File: src/rtl/register_file_param.sv
// Parameterised register file with two combinational read ports, one write port,
// a hard-wired zero register and a post-reset clear sequence gating access.
// Optional same-cycle write-to-read forwarding is enabled by defining RF_BYPASS_EN.
module register_file_param #(
  parameter int DATA_W = 32,
  parameter int ADDR_W = 5
) (
  input  logic              clk,
  input  logic              rst,
  input  logic [ADDR_W-1:0] rs,
  input  logic [ADDR_W-1:0] rt,
  input  logic [ADDR_W-1:0] rd,
  input  logic              regWrite,
  input  logic [DATA_W-1:0] writeData,
  output logic [DATA_W-1:0] readData1,
  output logic [DATA_W-1:0] readData2,
  output logic              ready
);

  localparam int NREGS = 2 ** ADDR_W;
  localparam logic [ADDR_W-1:0] FIRST_IDX = ADDR_W'(1);
  localparam logic [ADDR_W-1:0] LAST_IDX  = ADDR_W'(NREGS - 1);

  typedef enum logic {
    ST_CLEAR = 1'b0,
    ST_RUN   = 1'b1
  } state_e;

  state_e              state_q;
  logic [ADDR_W-1:0]   clr_idx_q;
  logic                ready_q;
  logic [DATA_W-1:0]   regs_q [NREGS];

  logic                clear_en;
  logic                wr_en;

  // Clear sequence: one register per cycle from index 1 up to NREGS-1.
  always_ff @(posedge clk) begin
    if (rst) begin
      state_q   <= ST_CLEAR;
      clr_idx_q <= FIRST_IDX;
      ready_q   <= 1'b0;
    end else begin
      case (state_q)
        ST_CLEAR: begin
          if (clr_idx_q == LAST_IDX) begin
            state_q <= ST_RUN;
            ready_q <= 1'b1;
          end else begin
            clr_idx_q <= clr_idx_q + ADDR_W'(1);
          end
        end
        ST_RUN: begin
          ready_q <= 1'b1;
        end
      endcase
    end
  end

  assign ready    = ready_q;
  assign clear_en = (state_q == ST_CLEAR) && !rst;
  // A write in the reset cycle is dropped; ready_q alone also blocks writes during CLEAR.
  assign wr_en    = regWrite && ready_q && (rd != '0) && !rst;

  // NOTE: the storage array has no reset branch so it maps onto plain RAM/flops
  // without a reset net; the CLEAR sequence zeroes it instead. Entry 0 is never
  // written and never read, since its read value is muxed to zero.
  always_ff @(posedge clk) begin
    if (clear_en) begin
      regs_q[clr_idx_q] <= '0;
    end else if (wr_en) begin
      regs_q[rd] <= writeData;
    end
  end

  function automatic logic [DATA_W-1:0] read_port(input logic [ADDR_W-1:0] addr);
    logic [DATA_W-1:0] val;
    val = '0;
    if (ready_q && (addr != '0)) begin
      val = regs_q[addr];
`ifdef RF_BYPASS_EN
      if (wr_en && (rd == addr)) begin
        val = writeData;
      end
`endif
    end
    return val;
  endfunction

  // NOTE: each combinational output gets a default before any conditional
  // override, so no path leaves it unassigned and no latch is inferred.
  always_comb begin
    readData1 = '0;
    readData2 = '0;
    readData1 = read_port(rs);
    readData2 = read_port(rt);
  end

endmodule
File: config.mk
export PLATFORM = sky130hd
export DESIGN_NAME = register_file_param
export DESIGN_NICKNAME = d
export VERILOG_FILES = /design/src/rtl/register_file_param.sv
export SDC_FILE = /design/constraint.sdc
export NUM_CORES = 1
export LEC_CHECK = 0
export ABC_AREA = 0
export CAP_MARGIN = 20
export CORE_MARGIN = 2
export CORE_UTILIZATION = 56
export CTS_CLUSTER_DIAMETER = 30
export DETAILED_ROUTE_END_ITERATION = 10
export DONT_BUFFER_PORTS = 1
export PLACE_DENSITY_LB_ADDON = 0.25
export SKIP_CTS_REPAIR_TIMING = 1
export SYNTH_ARGS = -nofsm -noshare
export SYNTH_HDL_FRONTEND = slang
export SYNTH_SLANG_ARGS = --single-unit
File: constraint.sdc
create_clock -name clk -period 4.8 [get_ports clk]
set_input_delay 0.72 -clock clk [delete_from_list [all_inputs] [get_ports clk]]
set_output_delay 0.72 -clock clk [all_outputs]
set_load 0.01 [all_outputs]
==> PnR_summary.wiki <==
{| class="wikitable"
! Metric !! Value
|-
| Crit path buffers/inverters || 1
|-
| Wire length of the first global-routing pass || 212000 um
|-
| Count of flip-flops with a built-in enable after synthesis || 1024
|-
| Routability congestion estimate from global placement || 0.930
|-
| Die height || 298 um
|-
| Overflow left after global routing || 0
|-
| Highest ir drop seen on vdd || 0.346 mV
|-
| Cells after synthesis || 2491
|-
| Via count of the first global-routing pass || 28300
|-
| Result of the run || completed
|-
| Total die area || 88600 um2
|-
| Post-Synthesis Mean Instance Area || 19.4 um2
|-
| Critical path, cell by cell || buf_4 > o41a_1 > o221ai_1 > nor3_1
|-
| Netlist area before placement || 48300 um2
|-
| Net count, final || 2615
|-
| Proportion of layout cells with a drive suffix above 1 || 34.0%
|-
| Final routed wire length divided by cell count || 38.6 um
|-
| Post-synthesis sequential area ratio || 64.0%
|-
| Die extent in x || 298 um
|-
| Count of different cell masters after synthesis || 48
|-
| Sink Count || 1031
|-
| Commonest cells post-synth || edfxtp_1, mux4_2, mux2i_1
|-
| DRC errors left || 0
|-
| Final HPWL from detailed placement || 88500 um
|-
| Quantity of I/O buffers inserted on ports || 0
|-
| Core Footprint || 85300 um2
|-
| Max-cap violation count || 0
|-
| Worst Setup Start Kind || flip-flop
|-
| Top cell type's share of synthesized area || 63.7%
|-
| Placed Instance Area || 49500 um2
|-
| Clock tree from TritonCTS || yes
|-
| Synthesis-to-layout area growth || 16.2%
|-
| Setup TNS || 0 ns
|-
| Clock period minus final worst setup slack || 4.14 ns
|-
| YS warnings || 0
|-
| Endpoint required time on the critical path || 4.08 ns
|-
| Start-to-end type of the worst setup path || reg -> out
|-
| Highest net fanout along the worst path || 10
|-
| Antenna-violating nets left || 0
|-
| Part of the cycle the worst path needs || 86.2%
|-
| Max Clock Freq || 242 MHz
|-
| Average via count per standard cell || 7.31
|-
| Num ports || 115
|-
| Power density normalized to cell area || 425 nW/um2
|-
| Family with the most delay on the worst path || flip-flops
|-
| Initial core utilization || 56.6%
|-
| Synth async-reset ratio || 0%
|-
| Cell leakage power || 16.4 nW
|-
| Number of fillers in the final layout || 5517
|-
| Row count || 107
|-
| WL final || 149000 um
|-
| Initial antenna violation count || 7
|-
| Most common cell in the netlist || edfxtp_1
|-
| First drt pass iteration count || 6
|-
| Yosys top cell by area || edfxtp_1
|-
| Net count after synthesis || 2543
|-
| Cell at the root of the clock tree || clkbuf_16
|-
| Headroom to the max-slew limit || 16.8%
|-
| Crit end category || output port
|-
| Post-synthesis register bit count || 1031
|-
| Actual transition at the worst max-transition pin || 1.21 ns
|-
| Total of endpoints with negative setup slack in the final report || 0
|-
| Worst-path cell with the longest stage delay || dfxtp_1
|-
| Largest clock skew in the final design || 0.0340 ns
|-
| Top cells by area, synth || edfxtp_1, mux4_2, mux2i_1
|-
| GRT Resource Usage Total || 34.2%
|-
| RSZ-0062 raised after global routing || no
|-
| Clock insertion delay at the later pin of the skew report || 0.77 ns
|-
| CTS buffer count || 181
|-
| Post-route standard cell area excluding fillers || 56100 um2
|-
| Most common flop cell mapped by yosys || edfxtp_1
|-
| DR vias || 28300
|-
| Deepest clock path buffer count || 3
|-
| Pins Over Slew Limit || 0
|-
| Worst Path Arrival || 3.42 ns
|-
| Maximum level of the CTS H-tree || 4
|-
| Largest net degree at the start of global routing || 303
|-
| Count of final hold-check violations || 0
|-
| Initial DRC count || 4302
|-
| Worst hold path class || in -> reg
|-
| Clock transition at the register clock pins on the worst setup and hold paths after CTS || 0.05 ns
|-
| Crit path largest cell delay || 0.87 ns
|-
| Sum of internal, switching and leakage power || 23.8 mW
|}
-- worst paths after layout --
check	to	start	cells past startpoint	slack, ns
max	readData1[22]	ready$_SDFFE_PP0N_	4	0.66
min reg2reg	clr_idx_q[0]$_SDFFE_PP1P_	clr_idx_q[0]$_SDFFE_PP1P_	2	0.59
max reg2reg	regs_q[8][9]$_DFFE_PP_	ready$_SDFFE_PP0N_	5	1.12
min	clr_idx_q[2]$_SDFFE_PP0P_	rst	1	0.04
-- metal layers --
layer  routed length [um]  share of wire (%)  track usage [%]  vias up
li1                     -                  -                -    10900
met1                51700                 35             45.3    14800
met5                   59              0.040                0        -
met3                20600                 14             11.2      375
met2                68100                 46             50.8     2166
met4                 8760                5.9             18.0       10
-- registers in the layout, indices dropped and copies added (netlist names) --
register	flops
regs_q	1024
ready	1
state_q	1
clr_idx_q	5
-- worst register-to-register path, stage by stage, from the launching register on --
cell      delay [ns]
dfxtp_1         0.87
nand4b_1        0.53
a21oi_2         0.34
a32oi_1         0.40
nor2_4          0.87
buf_4           0.37
-- cells by family (layout without fill, tap and decap cells) --
kind of cell | count (synthesis) | count (layout) | synth area share (%)
AND/OR/NAND/NOR | 246 | 246 | 2.64
XOR/XNOR | 3 | 3 | 0.0544
adder cells (fa/ha/maj) | 2 | 2 | 0.0518
other | 0 | 1 | 0
buffers and inverters | 202 | 433 | 2.27
multiplexers | 767 | 767 | 27.3
flip-flops | 1031 | 1031 | 64.0
AO/OA/AOI/OAI | 240 | 240 | 3.69
-- power by group --
part | switching, mW | internal, mW
Sequential | 0.0488 | 9.88
Clock | 4.69 | 8.52
Combinational | 0.318 | 0.392
Total | 5.06 | 18.8
-- final cells by class --
cell class,instances,area (um2),area share [%]
sequential,1031,30900,55.1
multi-input combinational,1258,16500,29.5
clock buffer,207,4650,8.29
clock inverter,135,1730,3.08
tap,1144,1430,2.55
timing repair buffer,85,843,1.50
inverter,6,22.5,0.0401
antenna,1,2.50,0.00446
-- layout by cell type, fill, tap and decap left out, types with 24 or more instances in the layout --
master | netlist | final
clkbuf_16 | 0 | 182
clkinv_2 | 0 | 27
bufinv_16 | 0 | 27
edfxtp_1 | 1024 | 1024
o221ai_1 | 33 | 33
mux2_2 | 42 | 42
nand3_1 | 39 | 38
clkbuf_1 | 65 | 25
and2_1 | 34 | 27
a31oi_1 | 28 | 28
mux4_2 | 436 | 436
nand2_1 | 49 | 49
o22a_1 | 24 | 24
buf_4 | 31 | 72
a22oi_1 | 55 | 55
mux2i_1 | 289 | 289
o22ai_1 | 31 | 31
-- stage by stage --
stage          utilization, %  cells  hold slack, ns  setup slack (ns)
6_report                 65.8   3867          0.0389             0.661
5_1_grt                  65.8   3866          0.0276             0.715
4_1_cts                  65.6   3859         0.00742             0.767
3_5_place_dp             58.1   3517           0.585              1.14
3_3_place_gp             58.0   3515           0.571              1.17
2_1_floorplan               -   2491           0.534            0.0824
Power figures use the tool's default switching activity.
